<file path="src/rtl/div_pkg.sv">
// Shared constants and types for the iterative divider.
package div_pkg;

  localparam int DIV_WIDTH = 16;

  typedef enum logic [1:0] {
    IDLE = 2'd0,
    CALC = 2'd1,
    FIX  = 2'd2,
    DONE = 2'd3
  } div_state_e;

  // Operand patterns for the 16-bit special cases (signed overflow).
  localparam logic [DIV_WIDTH-1:0] MIN_NEG = 16'h8000;
  localparam logic [DIV_WIDTH-1:0] NEG_ONE = 16'hFFFF;

endpackage

</file>
<file path="src/rtl/seq_divider_if.sv">
// Request/result bundle between the control unit and the divider.
interface seq_divider_if
  import div_pkg::*;
#(
  parameter int WIDTH = DIV_WIDTH
);
  logic             start;
  logic             is_signed;
  logic [WIDTH-1:0] dividend;
  logic [WIDTH-1:0] divisor;
  logic             busy;
  logic             done;
  logic [WIDTH-1:0] quotient;
  logic [WIDTH-1:0] remainder;
  logic             divzero;
  logic             ovfl;

  modport master (
    output start, is_signed, dividend, divisor,
    input  busy, done, quotient, remainder, divzero, ovfl
  );

  modport slave (
    input  start, is_signed, dividend, divisor,
    output busy, done, quotient, remainder, divzero, ovfl
  );
endinterface

</file>
<file path="src/rtl/div_step.sv">
// One restoring shift-subtract iteration on unsigned magnitudes.
module div_step #(
  parameter int WIDTH = 16
) (
  input  logic [WIDTH-1:0] rem_i,
  input  logic [WIDTH-1:0] quo_i,
  input  logic [WIDTH-1:0] divisor_i,
  output logic [WIDTH-1:0] rem_o,
  output logic [WIDTH-1:0] quo_o
);
  logic [WIDTH:0]   rem_sh;
  logic [WIDTH:0]   trial;
  logic             borrow;
  logic             unused_trial_msb;

  // Shifted partial remainder needs WIDTH+1 bits; borrow-out marks a negative trial.
  assign rem_sh = {rem_i, quo_i[WIDTH-1]};
  assign {borrow, trial} = {1'b0, rem_sh} - {2'b00, divisor_i};

  // A successful trial is always below the divisor, so its top bit is zero.
  assign unused_trial_msb = trial[WIDTH];

  // Keep the trial when it did not go negative, otherwise restore.
  always_comb begin
    if (!borrow) begin
      rem_o = trial[WIDTH-1:0];
      quo_o = {quo_i[WIDTH-2:0], 1'b1};
    end else begin
      rem_o = rem_sh[WIDTH-1:0];
      quo_o = {quo_i[WIDTH-2:0], 1'b0};
    end
  end
endmodule

</file>
<file path="src/rtl/seq_divider.sv">
// Iterative signed/unsigned divider: one restoring step per cycle,
// start/busy/done handshake, sticky divide-by-zero and overflow flags.
module seq_divider
  import div_pkg::*;
#(
  parameter int WIDTH = DIV_WIDTH
) (
  input  logic          clk,
  input  logic          rst_n,
  seq_divider_if.slave  bus
);
  localparam int CW = $clog2(WIDTH + 1);
  localparam logic [WIDTH-1:0] MIN_NEG_W = {1'b1, {(WIDTH-1){1'b0}}};
  localparam logic [WIDTH-1:0] NEG_ONE_W = '1;

  div_state_e       state_q, state_d;
  logic [CW-1:0]    cnt_q, cnt_d;
  logic [WIDTH-1:0] rem_q, rem_d;
  logic [WIDTH-1:0] quo_q, quo_d;
  logic [WIDTH-1:0] dvsr_q, dvsr_d;
  logic             qneg_q, qneg_d;
  logic             rneg_q, rneg_d;
  logic             bypass_q, bypass_d;
  logic [WIDTH-1:0] quotient_q, quotient_d;
  logic [WIDTH-1:0] remainder_q, remainder_d;
  logic             divzero_q, divzero_d;
  logic             ovfl_q, ovfl_d;

  logic [WIDTH-1:0] step_rem, step_quo;
  logic             dvd_neg, dvs_neg;

  div_step #(.WIDTH(WIDTH)) u_step (
    .rem_i     (rem_q),
    .quo_i     (quo_q),
    .divisor_i (dvsr_q),
    .rem_o     (step_rem),
    .quo_o     (step_quo)
  );

  assign dvd_neg = bus.is_signed & bus.dividend[WIDTH-1];
  assign dvs_neg = bus.is_signed & bus.divisor[WIDTH-1];

  // Next-state and datapath control for IDLE/CALC/FIX/DONE.
  always_comb begin
    state_d     = state_q;
    cnt_d       = cnt_q;
    rem_d       = rem_q;
    quo_d       = quo_q;
    dvsr_d      = dvsr_q;
    qneg_d      = qneg_q;
    rneg_d      = rneg_q;
    bypass_d    = bypass_q;
    quotient_d  = quotient_q;
    remainder_d = remainder_q;
    divzero_d   = divzero_q;
    ovfl_d      = ovfl_q;
    case (state_q)
      IDLE: begin
        if (bus.start) begin
          quotient_d  = '0;
          remainder_d = '0;
          divzero_d   = 1'b0;
          ovfl_d      = 1'b0;
          cnt_d       = CW'(WIDTH);
          rem_d       = '0;
          qneg_d      = 1'b0;
          rneg_d      = 1'b0;
          bypass_d    = 1'b0;
          if (bus.divisor == '0) begin
            // Divide by zero: quotient all-ones, remainder is the raw dividend.
            // dvsr stays zero so FIX can tell the two bypass cases apart.
            state_d  = FIX;
            quo_d    = '1;
            rem_d    = bus.dividend;
            dvsr_d   = '0;
            bypass_d = 1'b1;
          end else if (bus.is_signed && bus.dividend == MIN_NEG_W &&
                       bus.divisor == NEG_ONE_W) begin
            state_d  = FIX;
            quo_d    = MIN_NEG_W;
            rem_d    = '0;
            dvsr_d   = NEG_ONE_W;
            bypass_d = 1'b1;
          end else begin
            // Work on magnitudes; the most-negative value maps to itself,
            // which is still the correct unsigned magnitude.
            state_d = CALC;
            quo_d   = dvd_neg ? -bus.dividend : bus.dividend;
            dvsr_d  = dvs_neg ? -bus.divisor  : bus.divisor;
            qneg_d  = dvd_neg ^ dvs_neg;
            rneg_d  = dvd_neg;
          end
        end
      end
      CALC: begin
        rem_d = step_rem;
        quo_d = step_quo;
        cnt_d = cnt_q - CW'(1);
        if (cnt_q == CW'(1)) state_d = FIX;
      end
      FIX: begin
        // Truncating division: remainder takes the dividend's sign.
        quotient_d  = (!bypass_q && qneg_q) ? -quo_q : quo_q;
        remainder_d = (!bypass_q && rneg_q) ? -rem_q : rem_q;
        divzero_d   = bypass_q && (dvsr_q == '0);
        ovfl_d      = bypass_q && (dvsr_q != '0);
        state_d     = DONE;
      end
      DONE: begin
        state_d = IDLE;
      end
      default: state_d = IDLE;
    endcase
  end

  // State and datapath registers; reset aborts any operation in flight.
  always_ff @(posedge clk or negedge rst_n) begin
    if (!rst_n) begin
      state_q     <= IDLE;
      cnt_q       <= '0;
      rem_q       <= '0;
      quo_q       <= '0;
      dvsr_q      <= '0;
      qneg_q      <= 1'b0;
      rneg_q      <= 1'b0;
      bypass_q    <= 1'b0;
      quotient_q  <= '0;
      remainder_q <= '0;
      divzero_q   <= 1'b0;
      ovfl_q      <= 1'b0;
    end else begin
      state_q     <= state_d;
      cnt_q       <= cnt_d;
      rem_q       <= rem_d;
      quo_q       <= quo_d;
      dvsr_q      <= dvsr_d;
      qneg_q      <= qneg_d;
      rneg_q      <= rneg_d;
      bypass_q    <= bypass_d;
      quotient_q  <= quotient_d;
      remainder_q <= remainder_d;
      divzero_q   <= divzero_d;
      ovfl_q      <= ovfl_d;
    end
  end

  assign bus.busy      = (state_q == CALC) || (state_q == FIX);
  assign bus.done      = (state_q == DONE);
  assign bus.quotient  = quotient_q;
  assign bus.remainder = remainder_q;
  assign bus.divzero   = divzero_q;
  assign bus.ovfl      = ovfl_q;
endmodule

</file>
<file path="src/flat_wrapper.sv">
// flat-port wrapper written by rule: the top's interface ports become plain ports
module seq_divider_flat import div_pkg::*;
#(
  parameter int WIDTH = DIV_WIDTH
)
  (clk, rst_n, bus_start, bus_is_signed, bus_dividend, bus_divisor, bus_busy, bus_done, bus_quotient, bus_remainder, bus_divzero, bus_ovfl);
  seq_divider_if #(.WIDTH(WIDTH)) bus_i ();
  input  logic clk;
  input  logic rst_n;
  input wire logic [$bits(bus_i.start)-1:0] bus_start;
  input wire logic [$bits(bus_i.is_signed)-1:0] bus_is_signed;
  input wire logic [$bits(bus_i.dividend)-1:0] bus_dividend;
  input wire logic [$bits(bus_i.divisor)-1:0] bus_divisor;
  output wire logic [$bits(bus_i.busy)-1:0] bus_busy;
  output wire logic [$bits(bus_i.done)-1:0] bus_done;
  output wire logic [$bits(bus_i.quotient)-1:0] bus_quotient;
  output wire logic [$bits(bus_i.remainder)-1:0] bus_remainder;
  output wire logic [$bits(bus_i.divzero)-1:0] bus_divzero;
  output wire logic [$bits(bus_i.ovfl)-1:0] bus_ovfl;
  assign bus_i.start = bus_start;
  assign bus_i.is_signed = bus_is_signed;
  assign bus_i.dividend = bus_dividend;
  assign bus_i.divisor = bus_divisor;
  assign bus_busy = bus_i.busy;
  assign bus_done = bus_i.done;
  assign bus_quotient = bus_i.quotient;
  assign bus_remainder = bus_i.remainder;
  assign bus_divzero = bus_i.divzero;
  assign bus_ovfl = bus_i.ovfl;
  seq_divider #(.WIDTH(WIDTH)) u_core (.clk(clk), .rst_n(rst_n), .bus(bus_i));
endmodule
</file>
<file path="config.mk">
export PLATFORM = sky130hd
export DESIGN_NAME = seq_divider_flat
export DESIGN_NICKNAME = d
export VERILOG_FILES = /design/src/rtl/div_pkg.sv /design/src/rtl/seq_divider_if.sv /design/src/rtl/div_step.sv /design/src/rtl/seq_divider.sv /design/src/flat_wrapper.sv
export SDC_FILE = /design/constraint.sdc
export NUM_CORES = 1
export LEC_CHECK = 0
export ABC_AREA = 1
export BUFFER_PORTS_ARGS = -buffer_cell sky130_fd_sc_hd__buf_4
export CAP_MARGIN = 20
export CORE_MARGIN = 2
export CORE_UTILIZATION = 30
export DETAILED_ROUTE_END_ITERATION = 10
export MAX_ROUTING_LAYER = met4
export SETUP_SLACK_MARGIN = 0.3
export SLEW_MARGIN = 5
export SYNTH_ARGS = -nofsm -noshare
export SYNTH_HDL_FRONTEND = slang
export SYNTH_SLANG_ARGS = --single-unit
</file>
<file path="constraint.sdc">
create_clock -name clk -period 2.5 [get_ports clk]
set_clock_uncertainty 0.05 [all_clocks]
set_input_delay 0.25 -clock clk [delete_from_list [all_inputs] [get_ports clk]]
set_output_delay 0.25 -clock clk [all_outputs]
set_load 0.01 [all_outputs]
</file>
# ---- Word level (Yosys, flattened, before mapping)
# Cells that the tools add are included.
dict set report totals {
  register_bits 92
  wordCells 81
}
dict set report op_classes {
  addsub 6
  eq_ne 8
  muxes 34
  bitwise 3
  n_reduce_logical 18
}
# operator count
set op_table {}
lappend op_table {{two-way mux 16 bit} 13}
lappend op_table {{case mux 16 bit (2 select lines)} 4}
lappend op_table {{negator 16 bit} 4}
lappend op_table {{equality test 16 bit (second input constant)} 2}
lappend op_table {{logical NOT 16 bit} 2}
lappend op_table {{subtractor 17 x 16 -> 18 bit} 1}
lappend op_table {{nonzero test 16 bit} 1}
lappend op_table {{case mux 5 bit (2 select lines)} 1}
lappend op_table {{two-way mux 1 bit} 8}
lappend op_table {{two-way mux 2 bit} 4}
lappend op_table {{case mux 2 bit (4 select lines)} 1}
lappend op_table {{AND reduction 2 bit} 4}
lappend op_table {{logical AND 1 bit} 6}
lappend op_table {{equality test 5 x 1 -> 1 bit (second input constant)} 1}
lappend op_table {{two-way mux 5 bit} 1}
lappend op_table {{subtractor 5 x 1 -> 5 bit (second input constant)} 1}
lappend op_table {{equality test 2 bit (second input constant)} 2}
lappend op_table {{case mux 1 bit (2 select lines)} 2}
lappend op_table {{nonzero test 2 bit} 2}
lappend op_table {{AND 1 bit} 2}
lappend op_table {{equality test 2 x 1 -> 1 bit (second input constant)} 1}
lappend op_table {{logical NOT 2 bit} 1}
lappend op_table {{!= test 2 x 1 -> 1 bit (second input constant)} 1}
lappend op_table {{!= test 2 bit (second input constant)} 1}
lappend op_table {{3 further kinds} 3}

# ---- Logic depth before layout (Yosys ltp)
# Gate-level depths: netlist of run 1.
dict set report depth {
  ltp_word 7
  mapped_depth 15
  ltp_nobuf 14
}

# ---- Hierarchy
# A second synthesis of run 1 with hierarchy kept.
dict set report hier_totals {
  hier_cells 1106
  hier_area_um2 7259.5
}
# module n_inst cells_per_inst area_per_inst_um2
set modules_own_cells {}
lappend modules_own_cells {seq_divider 1 837 5828.1}
lappend modules_own_cells {div_step 1 269 1431.4}

# ---- Least setup slack after synthesis of run 1
# Ideal clock, no wire load.
dict set report synth_timing {
  path_type {register to register}
  startpoint {register u_core.quo_q[15]}
  endpoint {register u_core.rem_q[14]}
  arrival_ns 1.811
  t_required_ns 2.377
  path_slack_ns 0.566
  stages_incl_launch_ff 14
  period_less_slack_ns 1.934
  cell_sequence {dfrtp_1 inv_1 ha_1 inv_1 fa_1 nand3_1 nand3_1 nand2_1 nand2_1 nand2_1 nand3_1 nand2_1 nand3_2 a21oi_2}
}
dict set report synth_via {
  elab_chain_cells 3
}
# item line_no
set synth_lines {}
lappend synth_lines {{start, declared} seq_divider.sv:19} ;# logic [WIDTH-1:0] quo_q, quo_d;
lappend synth_lines {{start signal, assigned} seq_divider.sv:135} ;# quo_q <= quo_d;
lappend synth_lines {{subtractor 17 x 16 -> 18 bit} div_step.sv:18} ;# assign {borrow, trial} = {1'b0, rem_sh} - {2'b00, divisor_i};
lappend synth_lines {{two-way mux 16 bit} div_step.sv:25} ;# if (!borrow) begin
lappend synth_lines {{case mux 16 bit (2 select lines)} seq_divider.sv:57} ;# case (state_q)
lappend synth_lines {{end signal, assigned} seq_divider.sv:134} ;# rem_q <= rem_d;
lappend synth_lines {{end, declared} seq_divider.sv:18} ;# logic [WIDTH-1:0] rem_q, rem_d;
# No other way between the ends.
# A chain may end at the register's enable or synchronous reset.

# ---- Final worst setup path of run 1
dict set report layout_timing {
  startpoint {register u_core.quo_q[15]}
  endpoint {register u_core.rem_q[6]}
}
# Same word-level chain as after synthesis.

==> flow_metrics.tcl, run 1 <==
set metrics [dict create \
    outcome "complete, no violations" \
    tns_ps 0 \
    syn_avg_cell_area_um2 6.82 \
    cp.required_ps 2700 \
    r2r-start "u_core.quo_q[15]" \
    slew_viol_final 0 \
    ys_warn_count 0 \
    ios 72 \
    max-vdd-ir-drop_mv 0.549 \
    seq_power_share 0.225 \
    worstSetupPathType "reg -> reg" \
    hold_end "u_core.dvsr_q[0]" \
    worstSetupEndpointType "flip-flop" \
    drtAntennaViolNets 0 \
    start_util 0.305 \
    synthToLayoutAreaGrowth_pct 20.9 \
    clkSinkCount 92 \
    h-tree-depth 3 \
    clkPwrFrac 0.127 \
    ys_ff_latch 92 \
    antenna_found_initial 0 \
    swShare 0.508 \
    place_area_um2 7790 \
    ff2ff_path_depth 13 \
    fp.coreArea_um2 22600 \
    p_per_area_nw_per_um2 1470 \
    grt_pass1_vias 6464 \
    io_buffers 71 \
    vias_per_cell 4.92 \
    yosysSeqAreaShare 0.333 \
    cts_buffer_depth 2 \
    grt_max_degree 56 \
    grt_use_total 0.186 \
    cts_buffers 9 \
    p_leak_nw 4.14 \
    rrSetupSlack_ps 420 \
    drive_above_1_share 0.175 \
    clk_pin_slew_worst_paths_ps 70 \
    setup_viol 0 \
    drtPass1Iterations 5 \
    synthCells 1014 \
    cts-root-buf "clkbuf_16" \
    die-area_um2 24300 \
    p_int_mw 6.05 \
    die_h_um 156 \
    final_net_count 1158 \
    core.rowCount 55 \
    globalRouteOverflowTotal 0 \
    ys_types 47 \
    synth_fp_nets 1078 \
    clk_latency_ps 350 \
    drv_cap 0 \
    post-route-drc-count 0 \
    syn_area_um2 6910 \
    dieWidth_um 156 \
    dp_cells 1358 \
    fmax_mhz 481 \
    crit_arrival_ps 2280 \
    critPathLaunchType "flip-flop" \
    hpwl_um 16400 \
    crit_fanout 4 \
    power_switching_mw 6.23 \
    worstHoldPathType "in -> reg" \
    wl_per_cell_um 15.3 \
    wl_um 21200 \
    post-route-min-period_ps 2080 \
    cts_tree "built" \
    place_congestion 0.962 \
    vias 6804 \
    grt_setup_unrepaired "true" \
    worst_slack_ps 420 \
    fillers 2424 \
    tightest_slew_ps 539 \
    post-route-period-util 0.832 \
    holdWs_ps 177 \
    relSlewSlack 0.640 \
    antenna_cells 0 \
    r2r_end "u_core.rem_q[6]" \
    post-route-cell-area_um2 8360 \
    place_ws_ps 169 \
    combPwrFrac 0.648 \
    min_path_cells 3 \
    grt_first_pass_wirelength_um 34600 \
    instances_no_fill 1384 \
    hold_path.startpoint "bus_divisor[0]" \
    drt_iter0_drc 439 \
    hold_viol 0 \
]
[metrics by stage]
stage / util / power (mW)
3_3_place_gp: 0.344 / 10.1
2_1_floorplan: - / 7.93
5_1_grt: 0.369 / 13.5
6_report: 0.369 / 12.3
4_1_cts: 0.361 / 11.9
3_5_place_dp: 0.344 / 10.1
[power by group through the flow]
stage	logic, mW	registers (mW)	clock network, mW
floorplan	5.22	2.71	0
global placement	7.39	2.76	0
detailed placement	7.34	2.77	0
CTS	7.59	2.74	1.59
global route	8.99	2.86	1.65
finish	7.96	2.77	1.56
[cell usage in the layout, fill, tap and decap left out, types with 2 or more instances in the layout]
cell type | synthesis | final
a21oi_1 | 56 | 56
a21oi_2 | 4 | 4
and2_1 | 2 | 2
buf_12 | 1 | 2
buf_4 | 2 | 97
bufinv_16 | 0 | 2
clkbuf_16 | 0 | 9
clkinv_1 | 2 | 2
dfrtp_1 | 92 | 90
dfrtp_2 | 0 | 2
ha_1 | 27 | 17
ha_2 | 0 | 3
ha_4 | 0 | 7
inv_1 | 142 | 140
inv_2 | 6 | 8
inv_6 | 0 | 2
nand2_1 | 261 | 256
nand2_2 | 9 | 14
nand2_8 | 0 | 2
nand3_1 | 66 | 65
nand3_2 | 14 | 14
nand3b_1 | 2 | 2
nand4_1 | 29 | 29
nor2_1 | 83 | 82
nor2_2 | 5 | 6
nor2_4 | 3 | 3
nor3_1 | 12 | 12
nor3_2 | 3 | 3
nor4_1 | 2 | 2
o211ai_1 | 3 | 3
o21ai_0 | 97 | 97
o21ai_1 | 10 | 10
o21ai_2 | 3 | 3
o221ai_1 | 2 | 2
o22ai_1 | 11 | 11
xnor2_1 | 5 | 5
xor2_1 | 18 | 16
xor2_2 | 0 | 2
[routing by layer]
metal	GRT usage	wire length (µm)	vias to the layer above
li1	-	-	3456
met1	0.258	10300	3129
met2	0.274	9240	177
met3	0.0231	889	42
met4	0.0734	686	0
met5	-	0	-
[what timing repair did]
action / 4_1_cts / 5_1_grt
resized for setup: 5 / 23
endpoints found under the setup margin: 6 / 18
cloned: 0 / 0
hold endpoints to repair: 37 / 0
hold buffers: 1 / 0
pin swaps: 1 / 2
buffers inserted: 3 / 6
[kinds of logic after synthesis]
family,after synthesis,share of synthesized area
AND/OR/NAND/NOR,497,0.328
AO/OA/AOI/OAI,193,0.152
buffers and inverters,181,0.106
flip-flops,92,0.333
adder cells (fa/ha/maj),28,0.0518
XOR/XNOR,23,0.0291
[worst max-delay path: stages, from the launching register on]
cell	delay, ps
dfrtp_2	400
inv_1	80
ha_1	150
inv_2	70
fa_2	380
nand3_1	110
nand3_2	130
nand2_2	90
nand2_2	90
xor2_2	170
nand3_2	80
nand3_1	70
nand2_1	70
inv_1	40
[flip-flops by register name (all words and copies together), names as in the netlist]
name,cells
u_core.bus.remainder,16
u_core.bypass_q,1
u_core.rneg_q,1
u_core.qneg_q,1
u_core.rem_q,16
u_core.bus.ovfl,1
u_core.state_q,2
u_core.dvsr_q,16
u_core.bus.divzero,1
u_core.bus.quotient,16
u_core.cnt_q,5
u_core.quo_q,16
[final cells by class]
type / instances / area, µm² / area share
timing repair buffer: 100 / 778 / 0.0931
inverter: 150 / 563 / 0.0673
clock buffer: 11 / 243 / 0.0290
multi-input combinational: 741 / 4030 / 0.482
sequential: 92 / 2300 / 0.276
tap: 285 / 357 / 0.0426
clock inverter: 5 / 82.6 / 0.00988
[cells in the mapped netlist, drive strengths merged]
cell type / count / area [µm²]
a21boi: 1 / 7.51
a21oi: 61 / 332
a22oi: 1 / 7.51
a31oi: 1 / 6.26
a32o: 1 / 10.0
and2: 3 / 21.3
buf: 20 / 131
clkbuf: 11 / 41.3
clkinv: 2 / 7.51
dfrtp: 92 / 2300
fa: 1 / 20.0
ha: 27 / 338
inv: 148 / 556
nand2: 272 / 1060
nand3: 80 / 470
nand3b: 3 / 35.0
nand4: 29 / 181
nor2: 91 / 377
nor3: 16 / 106
nor4: 2 / 12.5
o211ai: 3 / 22.5
o21ai: 110 / 562
o21bai: 1 / 7.51
o221ai: 2 / 17.5
o22ai: 11 / 68.8
o31ai: 1 / 7.51
or2: 1 / 6.26
xnor2: 5 / 43.8
xor2: 18 / 158
[worst max path at each step]
| stage | cells past startpoint | slack [ps] | endpoint | from |
|---|---|---|---|---|
| after floorplan | 13 | 570 | u_core.rem_q[14] | u_core.quo_q[15] |
| after global placement | 13 | 140 | u_core.rem_q[6] | u_core.quo_q[15] |
| after detailed placement | 13 | 170 | u_core.rem_q[6] | u_core.quo_q[15] |
| after CTS | 10 | 330 | u_core.rem_q[11] | u_core.rem_q[14] |
| after global routing | 9 | 280 | u_core.rem_q[11] | u_core.state_q[0] |
| final | 13 | 420 | u_core.rem_q[6] | u_core.quo_q[15] |
No activity file was read; power rests on OpenSTA's default activity.
==> run 2, diff against run 1 <==
==> constraint.sdc (replaced) <==
create_clock -name clk -period 2.15 [get_ports clk]
set_clock_uncertainty 0.05 [all_clocks]
set_input_delay 0.215 -clock clk [delete_from_list [all_inputs] [get_ports clk]]
set_output_delay 0.215 -clock clk [all_outputs]
set_load 0.01 [all_outputs]
==> flow_metrics.tcl, run 2 (synthesis results as in run 1) <==
set metrics [dict create \
    outcome "complete, no violations" \
    holdWs_ps 105 \
    final_util 0.404 \
    cp.required_ps 2380 \
    start_util 0.305 \
    dieWidth_um 156 \
    hold_viol 0 \
    grt_first_pass_wirelength_um 34700 \
    die_h_um 156 \
    h-tree-depth 3 \
    final_common_cell "nand2_1" \
    hpwl_um 16700 \
    rrSetupSlack_ps 200 \
    grt_max_degree 36 \
    clk_latency_ps 360 \
    synthToLayoutAreaGrowth_pct 32.4 \
    ios 72 \
    wl_per_cell_um 15.1 \
    globalRouteOverflowTotal 0 \
    fmax_mhz 512 \
    io_buffers 71 \
    crit_arrival_ps 2190 \
    slew_viol_final 0 \
    p_total_mw 16.2 \
    cts_buffer_depth 2 \
    worstHoldPathType "in -> reg" \
    critPathLaunchType "flip-flop" \
    relSlewSlack 0.699 \
    drt_iter0_drc 406 \
    clkSinkCount 92 \
    core.rowCount 55 \
    fp.coreArea_um2 22600 \
    fillers 2316 \
    p_leak_nw 4.42 \
    wl_um 21500 \
    post-route-drc-count 0 \
    grt_use_total 0.186 \
    grt_pass1_vias 6478 \
    final_net_count 1204 \
    tns_ps 0 \
    antenna_cells 0 \
    drtPass1Iterations 5 \
    vias_per_cell 4.90 \
    vias 7003 \
    drive_above_1_share 0.278 \
    worstSetupEndpointType "flip-flop" \
    drtAntennaViolNets 0 \
    p_per_area_nw_per_um2 1770 \
    cts_tree "built" \
    multi_input_comb_area_um2 4420 \
    cts-root-buf "clkbuf_16" \
    cts_buffers 9 \
    setup_viol 0 \
    drv_cap 0 \
    mostFrequentLayoutCells "nand2_1 (243), buf_4 (131), inv_1 (114)" \
    antenna_found_initial 0 \
    max-vdd-ir-drop_mv 0.596 \
    grt_setup_unrepaired "true" \
    die-area_um2 24300 \
    worstSetupPathType "reg -> reg" \
    place_congestion 0.926 \
    post-route-period-util 0.909 \
    tightest_slew_ps 448 \
    post-route-min-period_ps 1950 \
    final-seq-area_um2 2310 \
    clk_pin_slew_worst_paths_ps 70 \
    crit_fanout 4 \
]
run 2: per-layer routing:
metal  global-route usage  vias up  part of all wire
met5                    -        -                 0
met4               0.0441        0             0.017
met2                0.275      156              0.44
met3               0.0322       24             0.044
li1                     -     3564                 -
met1                0.264     3259              0.50
run 2: final timing paths:
| kind | from | end | cells after the start |
|---|---|---|---|
| worst max register to register | u_core.quo_q[15] | u_core.rem_q[14] | 13 |
| min in group asynchronous | rst_n | u_core.state_q[0] | 2 |
| worst min-delay path | bus_divisor[0] | u_core.dvsr_q[0] | 3 |
| worst max-delay path | u_core.quo_q[15] | u_core.rem_q[14] | 13 |
| worst min register to register | u_core.bus.quotient[4] | u_core.bus.quotient[4] | 2 |
| max in group asynchronous | rst_n | u_core.rem_q[11] | 3 |
run 2: worst max-delay path, stage by stage, from the launching register on:
cell	delay [ps]
dfrtp_1	400
inv_2	90
ha_4	140
inv_4	30
fa_2	350
nand3_2	90
nand3_4	110
nand2_4	100
nand2_4	60
nand2_2	80
nand3_2	70
nand2_2	110
nand3_2	70
a21oi_2	120
run 2: layout make-up:
class | instances | area share
multi-input combinational | 742 | 0.483
sequential | 92 | 0.253
timing repair buffer | 145 | 0.131
inverter | 150 | 0.0623
tap | 285 | 0.0390
clock buffer | 10 | 0.0261
clock inverter | 6 | 0.00656
run 2: power breakdown:
part | internal, mW | leakage, nW | switching [mW] | total [mW]
clock network | 0.838 | 0.140 | 0.762 | 1.60
logic | 4.69 | 3.14 | 6.62 | 11.3
registers | 2.57 | 1.14 | 0.689 | 3.25
run 2: metrics by stage:
stage               instances  cell area, µm²  setup WS (ps)
CTS                      1413            8760            233
floorplan                1014            6950            301
global route             1430            9150           92.6
detailed placement       1383            8060          -57.1
finish                   1430            9150            196
global placement         1383            8060          -27.0
run 2: what timing repair did:
| item | 4_1_cts | 5_1_grt |
|---|---|---|
| hold endpoints to repair | 27 | 0 |
| hold buffers | 1 | 0 |
| setup buffers | 11 | 17 |
| gates cloned | 2 | 0 |
| resized for setup | 59 | 79 |
| setup endpoints to repair | 26 | 58 |
| pin swaps | 20 | 39 |
==> run 3, diff against run 2 <==
--- a/config.mk
+++ b/config.mk
@@ -16,4 +16,5 @@
 export SLEW_MARGIN = 5
 export SYNTH_ARGS = -nofsm -noshare
 export SYNTH_HDL_FRONTEND = slang
+export SYNTH_HIERARCHICAL = 1
 export SYNTH_SLANG_ARGS = --single-unit
==> flow_metrics.tcl, run 3 <==
set metrics [dict create \
    synth_edf_count 0 \
    p_leak_nw 4.80 \
    slowest_delay_ps 390 \
    io_buffers 71 \
    cts_buffers 9 \
    p_per_area_nw_per_um2 1770 \
    outcome "complete, no violations" \
    syn_avg_cell_area_um2 6.56 \
    worstSetupPathType "reg -> reg" \
    ios 72 \
    ff2ff_path_depth 14 \
    worstPathCellList "inv_2 -> ha_4 -> inv_4 -> fa_2 -> nand2_2 -> nand2_1 -> nand3b_1 -> nand2_2 -> nand2_2 -> nand3b_1 -> nand3_2 -> nand2_2 -> a21oi_2 -> a22oi_1" \
    h-tree-depth 3 \
    vias 7625 \
    crit_fanout 3 \
    worst-path-buf-inv 2 \
    worstHoldPathType "in -> reg" \
    crit_arrival_ps 2330 \
    wl_per_cell_um 15.2 \
    post-route-drc-count 0 \
    die-area_um2 25500 \
    post-route-min-period_ps 2150 \
    clk_latency_ps 350 \
    drt_iter0_drc 692 \
    crit_end "u_core/rem_q[10]" \
    mostFrequentLayoutCells "nand2_1 (319), buf_4 (139), inv_1 (109)" \
    ys_ff_latch 92 \
    yosysSeqAreaShare 0.317 \
    synth.most_common_cell "nand2_1" \
    hpwl_um 17800 \
    antenna_cells 0 \
    drtAntennaViolNets 0 \
    synthToLayoutAreaGrowth_pct 33.4 \
    cts_tree "built" \
    synth_area_leader_cell "dfrtp_1" \
    critical-path-top-delay-family "simple AND/OR/NAND/NOR gates" \
    rrSetupSlack_ps 2 \
    cp.required_ps 2330 \
    yosysTopAreaCellShare 0.317 \
    grt_setup_unrepaired "true" \
    r2r-start "u_core/quo_q[15]" \
    p_total_mw 17.2 \
    wl_um 23700 \
    synthTopCellsByCount "nand2_1 (358), inv_1 (132), nand3_1 (102), nor2_1 (102), dfrtp_1 (92)" \
    async_flop_share 1.00 \
    relSlewSlack 0.719 \
    syn_area_um2 7260 \
    clkSinkCount 92 \
    clk_pin_slew_worst_paths_ps 70 \
    grt_pass1_vias 7130 \
    tightest_slew_ps 422 \
    drtPass1Iterations 6 \
    antenna_found_initial 0 \
    grt_max_degree 59 \
    worstSetupEndpointType "flip-flop" \
    grt_use_total 0.189 \
    final_util 0.410 \
    synth_fp_nets 1171 \
    fp.coreArea_um2 23600 \
    synthCells 1106 \
    fillers 2456 \
    drive_above_1_share 0.288 \
    place_congestion 0.942 \
    crit_start "u_core/quo_q[15]" \
    final_net_count 1299 \
    dieWidth_um 160 \
    r2r_end "u_core/rem_q[10]" \
    post-route-period-util 0.999 \
    final_common_cell "nand2_1" \
    ys_types 42 \
    die_h_um 160 \
    critPathLaunchType "flip-flop" \
    ys_warn_count 6 \
    slew_viol_final 0 \
    vias_per_cell 4.89 \
    path_depth 14 \
    hold_viol 0 \
    cp_common_cell "nand2_2" \
    ys.flop_type "dfrtp_1" \
    synth_area_leaders "dfrtp_1 (32%), nand2_1 (19%), nand3_1 (7.0%)" \
    slowest_stage "dfrtp_1" \
    cts_buffer_depth 2 \
    cts-root-buf "clkbuf_16" \
    max-vdd-ir-drop_mv 0.765 \
    start_util 0.307 \
    fmax_mhz 466 \
    grt_first_pass_wirelength_um 37600 \
    core.rowCount 56 \
    drv_cap 0 \
    globalRouteOverflowTotal 0 \
    setup_viol 0 \
]
run 3: changes by cell type in the layout (fill, tap and decap cells not counted), sizes merged, moves of 13 or more:
cell / change
a22oi: +15
o21ai: -32
buf: +13
nand3: +30
nor2: +21
nand2: +95
a21oi: -14
nand4: -15
run 3: cells by family after synthesis:
| kind of cell | synth area share |
|---|---|
| buffers and inverters | 0.113 |
| and+or+nand+nor | 0.378 |
| DFF | 0.317 |
| adders and majority gates | 0.0510 |
| xor gates and xnor gates | 0.0193 |
| AOI/OAI and AO/OA | 0.122 |
run 3: worst min-delay path by stage:
stage | slack [ps] | from | to | depth (start not counted)
floorplan | -130 | rst_n | u_core/bus.divzero | 0
global placement | -20 | rst_n | u_core/bus.quotient[6] | 1
detailed placement | -10 | rst_n | u_core/bus.quotient[6] | 1
CTS | 90 | bus_dividend[1] | u_core/rem_q[1] | 3
global route | 90 | bus_dividend[1] | u_core/rem_q[1] | 3
finish | 100 | bus_dividend[1] | u_core/rem_q[1] | 3
run 3: per-stage QoR:
stage	setup WS, ps	instances	TNS [ps]	hold slack, ps	instance area (µm²)
6_report	2.20	1558	0	99.8	9690
5_1_grt	-88.2	1558	-204	92.6	9690
3_5_place_dp	-94.9	1491	-195	-14.7	8420
2_1_floorplan	235	1106	0	-131	7450
4_1_cts	-6.81	1541	-6.81	92.1	9290
3_3_place_gp	-79.3	1491	-163	-15.3	8420
run 3: cell type report:
class                   count  area (µm²)  share of cell area
repair buffers            158        1290               0.133
flip-flops and latches     92        2310               0.238
clock buffers              10         239              0.0247
inverters                 145         564              0.0583
clock inverters             6        92.6             0.00956
multi-input cells         828        4790               0.495
well taps                 319         399              0.0412
run 3: what timing repair did:
| action | in CTS | in global routing |
|---|---|---|
| resized for setup | 78 | 74 |
| endpoints found under the hold margin | 92 | 0 |
| gates cloned | 3 | 0 |
| hold buffers | 1 | 0 |
| buffers inserted | 30 | 17 |
| pin swaps | 39 | 25 |
| setup endpoints to repair | 63 | 76 |
run 3: metal layers:
metal | track usage | vias to the layer above | routed length, µm
met2 | 0.274 | 271 | 10100
met1 | 0.264 | 3517 | 11200
met5 | - | - | 0
met4 | 0.0570 | 0 | 711
met3 | 0.0393 | 44 | 1720
li1 | - | 3793 | -
run 3: power by group:
part	leakage, nW	switching [mW]	internal [mW]
Combinational	3.50	7.00	5.08
Sequential	1.14	0.723	2.56
Clock	0.156	0.731	1.06
run 3: tightest hold or removal path: cells and delay by family:
kind	cells	cell delay, ps
compound gates	1	40
buf+inv	1	130
simple gates	1	70
